==> config.mk <==
export PLATFORM = sky130hd
export DESIGN_NAME = unshift_unit
export DESIGN_NICKNAME = d
export VERILOG_FILES = /design/src/rtl/unshift_unit.sv
export SDC_FILE = /design/constraint.sdc
export NUM_CORES = 1
export LEC_CHECK = 0
export BUFFER_PORTS_ARGS = -buffer_cell sky130_fd_sc_hd__buf_2
export CORE_MARGIN = 2
export CORE_UTILIZATION = 40
export CTS_CLUSTER_DIAMETER = 50
export CTS_CLUSTER_SIZE = 30
export DETAILED_ROUTE_END_ITERATION = 8
export HOLD_SLACK_MARGIN = 0.08
export PLACE_DENSITY = 0.76
export SLEW_MARGIN = 40
export SYNTH_ARGS = -nofsm -noshare
export SYNTH_HDL_FRONTEND = slang
export SYNTH_SLANG_ARGS = --single-unit
export TNS_END_PERCENT = 10
==> constraint.sdc <==
create_clock -name clk_in -period 1.94 [get_ports clk_in]
set_clock_uncertainty 0.15 [all_clocks]
set_input_delay 0.291 -clock clk_in [delete_from_list [all_inputs] [get_ports clk_in]]
set_output_delay 0.291 -clock clk_in [all_outputs]
set_load 0.1 [all_outputs]
==> src/rtl/unshift_unit.sv <==
// unshift_unit: iterative inverse rotator.
// Takes a word that was rotated by amt_in positions in direction sel_in and
// restores it by rotating it back one bit per clock under a start/busy/done
// handshake. One word is processed at a time.
// Optional feature: define UNSHIFT_CHECK_EN to add round-trip checking
// (exp_in, match_out, mismatch_cnt_out). The core timing is the same in both builds.
module unshift_unit #(
    parameter int WIDTH = 8,
    parameter int AMT_W = 3
) (
    input  logic             clk_in,
    input  logic             rst_n_in,
    input  logic             start_in,
    input  logic [WIDTH-1:0] a_in,
    input  logic [AMT_W-1:0] amt_in,
    input  logic             sel_in,
    output logic [WIDTH-1:0] out_out,
    output logic             busy_out,
    output logic             done_out
`ifdef UNSHIFT_CHECK_EN
    ,
    input  logic [WIDTH-1:0] exp_in,
    output logic             match_out,
    output logic [7:0]       mismatch_cnt_out
`endif
);

    localparam logic [1:0] ST_IDLE  = 2'd0;
    localparam logic [1:0] ST_SHIFT = 2'd1;
    localparam logic [1:0] ST_DONE  = 2'd2;

    // Single-position circular rotations; nothing is dropped or zero-filled.
    function automatic logic [WIDTH-1:0] rot_right1(input logic [WIDTH-1:0] w);
        return {w[0], w[WIDTH-1:1]};
    endfunction

    function automatic logic [WIDTH-1:0] rot_left1(input logic [WIDTH-1:0] w);
        return {w[WIDTH-2:0], w[WIDTH-1]};
    endfunction

    logic [1:0]       state_r;
    logic [1:0]       state_nxt_s;
    logic [WIDTH-1:0] work_r;
    logic [WIDTH-1:0] work_nxt_s;
    logic [AMT_W-1:0] cnt_r;
    logic [AMT_W-1:0] cnt_nxt_s;
    logic             dir_r;
    logic             dir_nxt_s;
    logic             busy_r;
    logic             done_r;
    logic             accept_s;
    logic             finish_s;

    // Next-state and datapath decode for the IDLE/SHIFT/DONE sequencer.
    always_comb begin
        state_nxt_s = state_r;
        work_nxt_s  = work_r;
        cnt_nxt_s   = cnt_r;
        dir_nxt_s   = dir_r;
        accept_s    = 1'b0;
        finish_s    = 1'b0;
        case (state_r)
            ST_IDLE: begin
                if (start_in) begin
                    accept_s    = 1'b1;
                    work_nxt_s  = a_in;
                    cnt_nxt_s   = amt_in;
                    dir_nxt_s   = sel_in;
                    state_nxt_s = ST_SHIFT;
                end else begin
                    state_nxt_s = ST_IDLE;
                end
            end
            ST_SHIFT: begin
                if (cnt_r == {AMT_W{1'b0}}) begin
                    // Terminal edge: no rotation, the word is already restored.
                    finish_s    = 1'b1;
                    state_nxt_s = ST_DONE;
                end else begin
                    // Undo the original direction: left-rotated words go right.
                    if (dir_r) begin
                        work_nxt_s = rot_left1(work_r);
                    end else begin
                        work_nxt_s = rot_right1(work_r);
                    end
                    cnt_nxt_s   = cnt_r - {{(AMT_W-1){1'b0}}, 1'b1};
                    state_nxt_s = ST_SHIFT;
                end
            end
            ST_DONE: begin
                state_nxt_s = ST_IDLE;
            end
            default: begin
                state_nxt_s = ST_IDLE;
            end
        endcase
    end

    // Sequencer state, working word and registered handshake outputs.
    always_ff @(posedge clk_in or negedge rst_n_in) begin
        if (!rst_n_in) begin
            state_r <= ST_IDLE;
            work_r  <= {WIDTH{1'b0}};
            cnt_r   <= {AMT_W{1'b0}};
            dir_r   <= 1'b0;
            busy_r  <= 1'b0;
            done_r  <= 1'b0;
        end else begin
            state_r <= state_nxt_s;
            work_r  <= work_nxt_s;
            cnt_r   <= cnt_nxt_s;
            dir_r   <= dir_nxt_s;
            busy_r  <= (state_nxt_s != ST_IDLE);
            done_r  <= (state_nxt_s == ST_DONE);
        end
    end

    assign out_out  = work_r;
    assign busy_out = busy_r;
    assign done_out = done_r;

`ifdef UNSHIFT_CHECK_EN
    logic [WIDTH-1:0] exp_r;
    logic             match_r;
    logic [7:0]       mismatch_cnt_r;

    // Round-trip check: capture the expectation on accept, judge the final word
    // on the edge that enters DONE, and count mismatches with saturation.
    always_ff @(posedge clk_in or negedge rst_n_in) begin
        if (!rst_n_in) begin
            exp_r          <= {WIDTH{1'b0}};
            match_r        <= 1'b0;
            mismatch_cnt_r <= 8'd0;
        end else begin
            if (accept_s) begin
                exp_r   <= exp_in;
                match_r <= 1'b0;
            end else if (finish_s) begin
                match_r <= (work_r == exp_r);
                if ((work_r != exp_r) && (mismatch_cnt_r != 8'hFF)) begin
                    mismatch_cnt_r <= mismatch_cnt_r + 8'd1;
                end else begin
                    mismatch_cnt_r <= mismatch_cnt_r;
                end
            end else begin
                match_r <= match_r;
            end
        end
    end

    assign match_out        = match_r;
    assign mismatch_cnt_out = mismatch_cnt_r;
`else
    // Handshake qualifiers are only consumed by the optional check logic.
    logic unused_s;
    assign unused_s = accept_s ^ finish_s;
`endif

endmodule

# == Word level (Yosys, flattened, before mapping) ==
# Index checks and enable logic that the tools add are counted.
# totals
register_bits,16
output_inout_bits,10
latch_bits,0
ram_bits,0
inputBits,15
memories,0
romBits,0
# op_classes
muxes,10
multipliers,0
eq_ne,4
n_lt_le_gt_ge,0
n_div,0
shift,0
n_bitwise,0
n_reduce_logical,6
addsub,1
# op_table
cell,count
$mux W8,3
$pmux W8 S2,1
$mux W3,2
$pmux W3 S2,1
$ne A2 B2 Y1 const B,2
$pmux W2 S2,1
$reduce_bool A2 Y1,2
$logic_not A3 Y1,1
$reduce_and A3 Y1,1
$sub A3 B1 Y3 const B,1
$eq A2 B1 Y1 const B,1
$eq A2 B2 Y1 const B,1
$logic_not A2 Y1,1
$mux W2,1
$reduce_and A2 Y1,1
$mux W1,1

# == Logic depth before layout (Yosys ltp) ==
# Gate-level depths: netlist of run 1.
# depth
ltp_word,4
ltp_mapped,8
depth_no_buf,6

# == Worst setup path before layout of run 1 ==
# OpenSTA, ideal clock, no wires.
# synth_timing
path_kind,register to register
start,register cnt_r[0]
end,register cnt_r[1]
setup_time_ns,0.125
required_time_ns,1.665
slack_ns,0.190
path_stages_with_launch,9
arrival_time_ns,1.475
path_cell_list,dfrtp_1 > inv_1 > ha_1 > nor2b_1 > buf_6 > a21o_1 > buf_6 > inv_2 > mux2_4
# synth_between
elab_chain_len,3
word_cells_on_any_way,6
cone_classes,add/sub: 1; eq/ne: 1; mux: 2; reduce/logical: 2
# synth_rtl
element,line,source
"start, declared",45,logic [AMT_W-1:0] cnt_r;
"start signal, assigned",104,cnt_r <= {AMT_W{1'b0}};
"start signal, assigned",111,cnt_r <= cnt_nxt_s;
$sub A3 B1 Y3 or $logic_not A3 Y1 (tied branches),"86, 75",
$mux W3 or $ne A2 B2 Y1 (tied branches),--,
$pmux W3 S2 or $reduce_and A3 Y1 (tied branches),--,
# Several ways; a longest one is shown, not always the timed one. The select of a mux whose other input is x is not followed.
# A chain may end at the register's enable or synchronous reset.

# == Worst setup path in the final report of run 1 ==
# Ends and elaborated chain as after synthesis.

==> impl_metrics.tcl, run 1 <==
set metrics [dict create \
    hold_path_class "in2reg" \
    drc 0 \
    track_usage_pct 16.7 \
    drv_cap 0 \
    cts_tree "yes" \
    rsz0062_at_grt "no" \
    clk_pin_slew_ps 90 \
    vias 655 \
    critical_path_class "reg2reg" \
    status "finished, final reports clean" \
    critPathArrivalTime_ps 1870 \
    cts_buffers 3 \
    whs_endpoint "out_out[7]" \
    grt_pass1_vias 666 \
    startpoint_type "flop" \
    cts.sinks 16 \
    fin_tns_setup_ps 0 \
    postLayoutCellArea_um2 1000 \
    grt_pass1_wl_mm 3.14 \
    routedWlPerCell_um 14.6 \
    wirelength_mm 1.79 \
    maxSlewHeadroom_pct 67.4 \
    die-height_um 50.1 \
    yosysSeqAreaShare_pct 47.2 \
    overflow 0 \
    drtPass1Iterations 4 \
    clk_latency_ps 280 \
    grt_max_degree 17 \
    ant_nets 0 \
    syn_nets 88 \
    synth.avg_cell_area_um2 11.9 \
    postCtsSetupBuffers 0 \
    ff2ff_setup_slack_ps 100 \
    antenna_found_initial 0 \
    timing.rr.end "cnt_r[1]" \
    critPathMaxFanout 10 \
    num_antenna_cells 0 \
    reg2reg_from "cnt_r[0]" \
    io_pins 25 \
    rr_worst_depth 6 \
    htreeDepth 1 \
    post_dp_cell_area_um2 967 \
    yosys_warnings 0 \
    cts-root-buf "clkbuf_4" \
    fmax_mhz 543 \
    port_buffers 24 \
    place_hpwl_mm 1.33 \
    synth_top_area_share_pct 47.2 \
    fin_crit_sh_pct 94.9 \
    finish.utilization_pct 50.4 \
    synthCells 71 \
    rows 16 \
    synth_top_area_cell "dfrtp_1" \
    endpoint_kind "flop" \
    synth_cell_type_count 24 \
    tightest_slew_ps 493 \
    min_path_cells 2 \
    clock_path_buffers 2 \
    synthToLayoutAreaGrowth_pct 17.8 \
    synth_seq_cells 16 \
    fin_nets 115 \
    gp_congestion 0.747 \
    period_needed_ps 1840 \
    design.die.area_um2 2510 \
    cp-startpoint "cnt_r[0]" \
    die_width_um 50.1 \
    drive_gt1_share_pct 36.5 \
    finalSetupViolCount 0 \
    synthesis.area_um2 848 \
    initialDrtViolationCount 22 \
    start_util_pct 42.8 \
    vias_per_cell 5.33 \
    hold_start "a_in[7]" \
    finalMaxSlewViolations 0 \
    fp.coreArea_um2 1980 \
    synthTopCellsByArea "dfrtp_1, mux2i_1, a221o_1" \
    final.fill_count 190 \
    worst_ep_required_time_ps 1970 \
    hold_viol_final 0 \
]
[registers in the layout, indices dropped and copies added (netlist names)]
signal	flops
busy_out	1
cnt_r	3
dir_r	1
done_out	1
out_out	8
state_r	2
[Yosys cell counts]
master and number:
a221o_1 8, dfrtp_1 16, o21ai_0 2, mux2i_1 10, inv_2 1, and4bb_2 1
nor2_1 2, nor3b_1 1, inv_1 4, ha_1 2, nor3b_2 1, a21oi_1 1
mux2_4 1, o22a_1 1, o21bai_1 1, a31oi_1 1, buf_6 4, nor3_1 8
or2b_1 1, buf_2 1, nor2b_1 1, mux2_2 1, a21o_1 1, nand2b_2 1
[per-stage QoR]
step	std cells	hold WS (ps)	worst slack, ps
final	123	89.1	98.4
after global placement	119	72.0	194
after CTS	123	85.5	98.3
after floorplan	71	-155	190
after global routing	123	86.7	16.8
after detailed placement	119	81.0	114
[layout make-up]
type	instances	area (um2)	share of cell area, %
clock buffer	3	22.5	2.25
inverter	5	18.8	1.88
multi-input combinational	45	379	37.9
sequential	16	400	40.1
tap	27	33.8	3.38
timing repair buffer	27	145	14.5
[critical path: stages (launching register included)]
cell and delay, ps:
dfrtp_1 410, inv_1 100, ha_1 160, nor2b_1 160, a21o_1 350, inv_2 100, mux2_4 300
[kinds of logic after synthesis]
| group | count (synthesis) | synth area share [%] |
|---|---|---|
| simple gates | 16 | 12.1 |
| flops | 16 | 47.2 |
| compound gates | 15 | 14.8 |
| mux | 12 | 14.9 |
| buf+inv | 10 | 8.11 |
| fa+ha+maj | 2 | 2.95 |
[timing repair]
item / CTS / global route
gates resized for setup: 0 / 0
hold endpoints to repair: 16 / 0
hold buffers: 1 / 0
[per-layer routing]
layer | global-route usage [%] | vias up | wire length [um]
met1 | 21.1 | 318 | 809
met5 | 0 | - | 0
met3 | 6.06 | 2 | 98
met4 | 4.17 | 0 | 10
li1 | - | 313 | -
met2 | 26.8 | 22 | 873
[cells in the final DEF, fill, tap and decap left out, drive strengths merged]
cell         netlist  layout
buf                5      26
dfrtp             16      16
mux2i             10      10
nor3               8       8
a221o              8       8
inv                5       5
clkbuf             0       3
nor2               2       2
o21ai              2       2
ha                 2       2
nor3b              2       2
mux2               2       2
nor2b              1       1
o21bai             1       1
a21o               1       1
or2b               1       1
nand2b             1       1
a31oi              1       1
o22a               1       1
and4bb             1       1
a21oi              1       1
dlygate4sd3        0       1
[worst max path at each step]
| stage | depth (start not counted) | slack [ps] | to |
|---|---|---|---|
| 3_5_place_dp | 6 | 110 | cnt_r[1] |
| 5_1_grt | 6 | 20 | cnt_r[1] |
| 4_1_cts | 6 | 100 | cnt_r[1] |
| 6_report | 6 | 100 | cnt_r[1] |
| 3_3_place_gp | 6 | 190 | cnt_r[1] |
| 2_1_floorplan | 8 | 190 | cnt_r[1] |
Power of run 1 is not shown: default switching activity piles up to over one toggle a cycle in this logic, so the estimate is an artifact.
==> inputs of run 2 (changes only) <==
Settings changed: ABC_AREA set to 1, CTS_BUF_LIST set to sky130_fd_sc_hd__clkbuf_2.
==> run 2 against run 1 <==
  * Non-clock buffer count unchanged
  * Clock-buffer cell count unchanged
  * Final area up 6.0%
  * Via count up 32%
  * Area after synthesis up 5.5%
  * Register-to-register slack better by 270 ps
  * First-iteration DRC count up 4.5%
  * Critical endpoint is now out_out[4]
  * Largest cell class is now multi-input gates
==> impl_metrics.tcl, run 2 <==
set metrics [dict create \
    synth_cell_type_count 16 \
    ff2ff_setup_slack_ps 370 \
    synth_compound_area_share_pct 1.68 \
    status "finished, final reports clean" \
    initialDrtViolationCount 23 \
    crit_buf_inv 1 \
    synthTopCellsByArea "dfrtp_1, nand2_1, nand3_1" \
    drc 0 \
    grt_pass1_vias 834 \
    critical_path_class "reg2out" \
    overflow 0 \
    cts_tree "yes" \
    crit_family "buffers and inverters" \
    syn_nets 140 \
    cts-root-buf "clkbuf_2" \
    fmax_mhz 612 \
    post_dp_cell_area_um2 1020 \
    startpoint_type "flop" \
    layout_common_cells "nand2_1, nand3_1, buf_2" \
    endpoint_kind "output pin" \
    cpPeakStageDelay_ps 450 \
    crit_path_top_delay_cell "buf_2" \
    largest_reg_flops 8 \
    synth_top_area_cell "dfrtp_1" \
    synthesis.area_um2 895 \
    final.fill_count 236 \
    synth_top_area_share_pct 44.8 \
    die-height_um 51.3 \
    ys.flop_type "dfrtp_1" \
    rsz0062_at_grt "no" \
    fin_nets 167 \
    critPathMaxFanout 4 \
    htreeDepth 1 \
    cts_buffers 3 \
    synth_most_common_cell "nand2_1" \
    clk_pin_slew_ps 180 \
    fin_ws_ps 305 \
    reg2reg_from "cnt_r[0]" \
    critPathArrivalTime_ps 1190 \
    synth_seq_cells 16 \
    whs_ps 121 \
    dp_slack_ps 403 \
    antenna_found_initial 0 \
    synth_top_family_by_area "simple AND/OR/NAND/NOR gates" \
    path_cells "buf_2" \
    postLayoutCellArea_um2 1060 \
    port_buffers 24 \
    period_needed_ps 1630 \
    grt_max_degree 18 \
    ant_nets 0 \
    vias 865 \
    tightest_slew_ps 541 \
    clock_path_buffers 2 \
    synthToLayoutAreaGrowth_pct 18.5 \
    synth-xor-area-share_pct 0 \
    die_width_um 51.3 \
    fin_crit_sh_pct 84.3 \
    fin_tns_setup_ps 0 \
    finalSetupViolCount 0 \
    synthTopCellsByCount "nand2_1, nand3_1, dfrtp_1" \
    rows 17 \
    post_synth_and_or_nand_nor_area_fraction_pct 40.4 \
    hold_path_class "in2reg" \
    fp.coreArea_um2 2170 \
    synth.avg_cell_area_um2 7.27 \
    timing.rr.end "cnt_r[0]" \
    routedWlPerCell_um 11.3 \
    grt_pass1_wl_mm 3.59 \
    synthMuxAreaShare_pct 0 \
    min_path_cells 5 \
    yosysSeqAreaShare_pct 44.8 \
    post_cts_resized 0 \
    synth_edf_count 0 \
    hold_start "a_in[7]" \
    synthAdderAreaFrac_pct 2.80 \
    wirelength_mm 2.00 \
    io_pins 25 \
    finalMaxSlewViolations 0 \
    place_hpwl_mm 1.44 \
    layout_commonest_cell "nand2_1" \
    synthArstFlopShare_pct 100 \
    rr_worst_depth 7 \
    cts.sinks 16 \
    num_antenna_cells 0 \
    track_usage_pct 18.2 \
    clk_latency_ps 300 \
    maxSlewHeadroom_pct 63.9 \
    drv_cap 0 \
    start_util_pct 41.2 \
    synthCells 123 \
    whs_endpoint "out_out[7]" \
    yosys_warnings 0 \
    worst_ep_required_time_ps 1500 \
    gp_congestion 0.825 \
    hold_viol_final 0 \
    drive_gt1_share_pct 22.1 \
    drtPass1Iterations 4 \
    vias_per_cell 4.89 \
    design.die.area_um2 2630 \
]
-- run 2: changes by cell type in the layout (fill, tap and decap cells not counted), moves of 2 or more --
cell      change
nand2_1      +47
nor3_1        -8
a221o_1       -8
nand3_1      +28
clkbuf_4      -3
mux2i_1      -10
nand2_2       +2
inv_1         +9
clkbuf_2      +3
clkinv_1      +2
-- run 2: metrics by stage --
step | utilization (%) | cells
after floorplan | - | 123
after global placement | 47.1 | 171
after detailed placement | 47.1 | 171
after CTS | 48.8 | 177
after global routing | 48.8 | 177
final | 48.8 | 177
-- run 2: cell families after synthesis --
family                   Yosys count
AND/OR/NAND/NOR                   82
buffers and inverters             20
flip-flops                        16
AO/OA/AOI/OAI                      3
adder cells (fa/ha/maj)            2
-- run 2: worst max-delay path by stage --
| stage | start | slack, ps | cells after the start | end |
|---|---|---|---|---|
| floorplan | out_out[4] | 460 | 4 | out_out[3] |
| global placement | cnt_r[0] | 470 | 7 | cnt_r[2] |
| detailed placement | cnt_r[0] | 400 | 7 | cnt_r[0] |
| CTS | out_out[4] | 300 | 1 | out_out[4] |
| global route | out_out[0] | 240 | 1 | out_out[0] |
| finish | out_out[4] | 310 | 1 | out_out[4] |
-- run 2: metal layers --
layer	GRT usage, %	vias to the layer above	share of wire [%]
met3	3.51	2	4.5
met4	7.46	0	0.95
met5	0	-	0
li1	-	437	-
met2	30.3	22	49
met1	23.0	404	45
-- run 2: layout make-up --
type,instances,area (um2),share of cell area (%)
Multi-Input combinational cell,87,402,37.9
Sequential cell,16,400,37.8
Timing Repair Buffer,27,148,13.9
Inverter,15,56.3,5.31
Tap cell,28,35.0,3.31
Clock buffer,3,15.0,1.42
Clock inverter,1,3.75,0.354
-- run 2: timing repair --
| item | 4_1_cts | 5_1_grt |
|---|---|---|
| hold endpoints to repair | 17 | 0 |
| hold buffers | 2 | 0 |
| buffers inserted | 0 | 0 |
Power of run 2 is left out for the same reason.
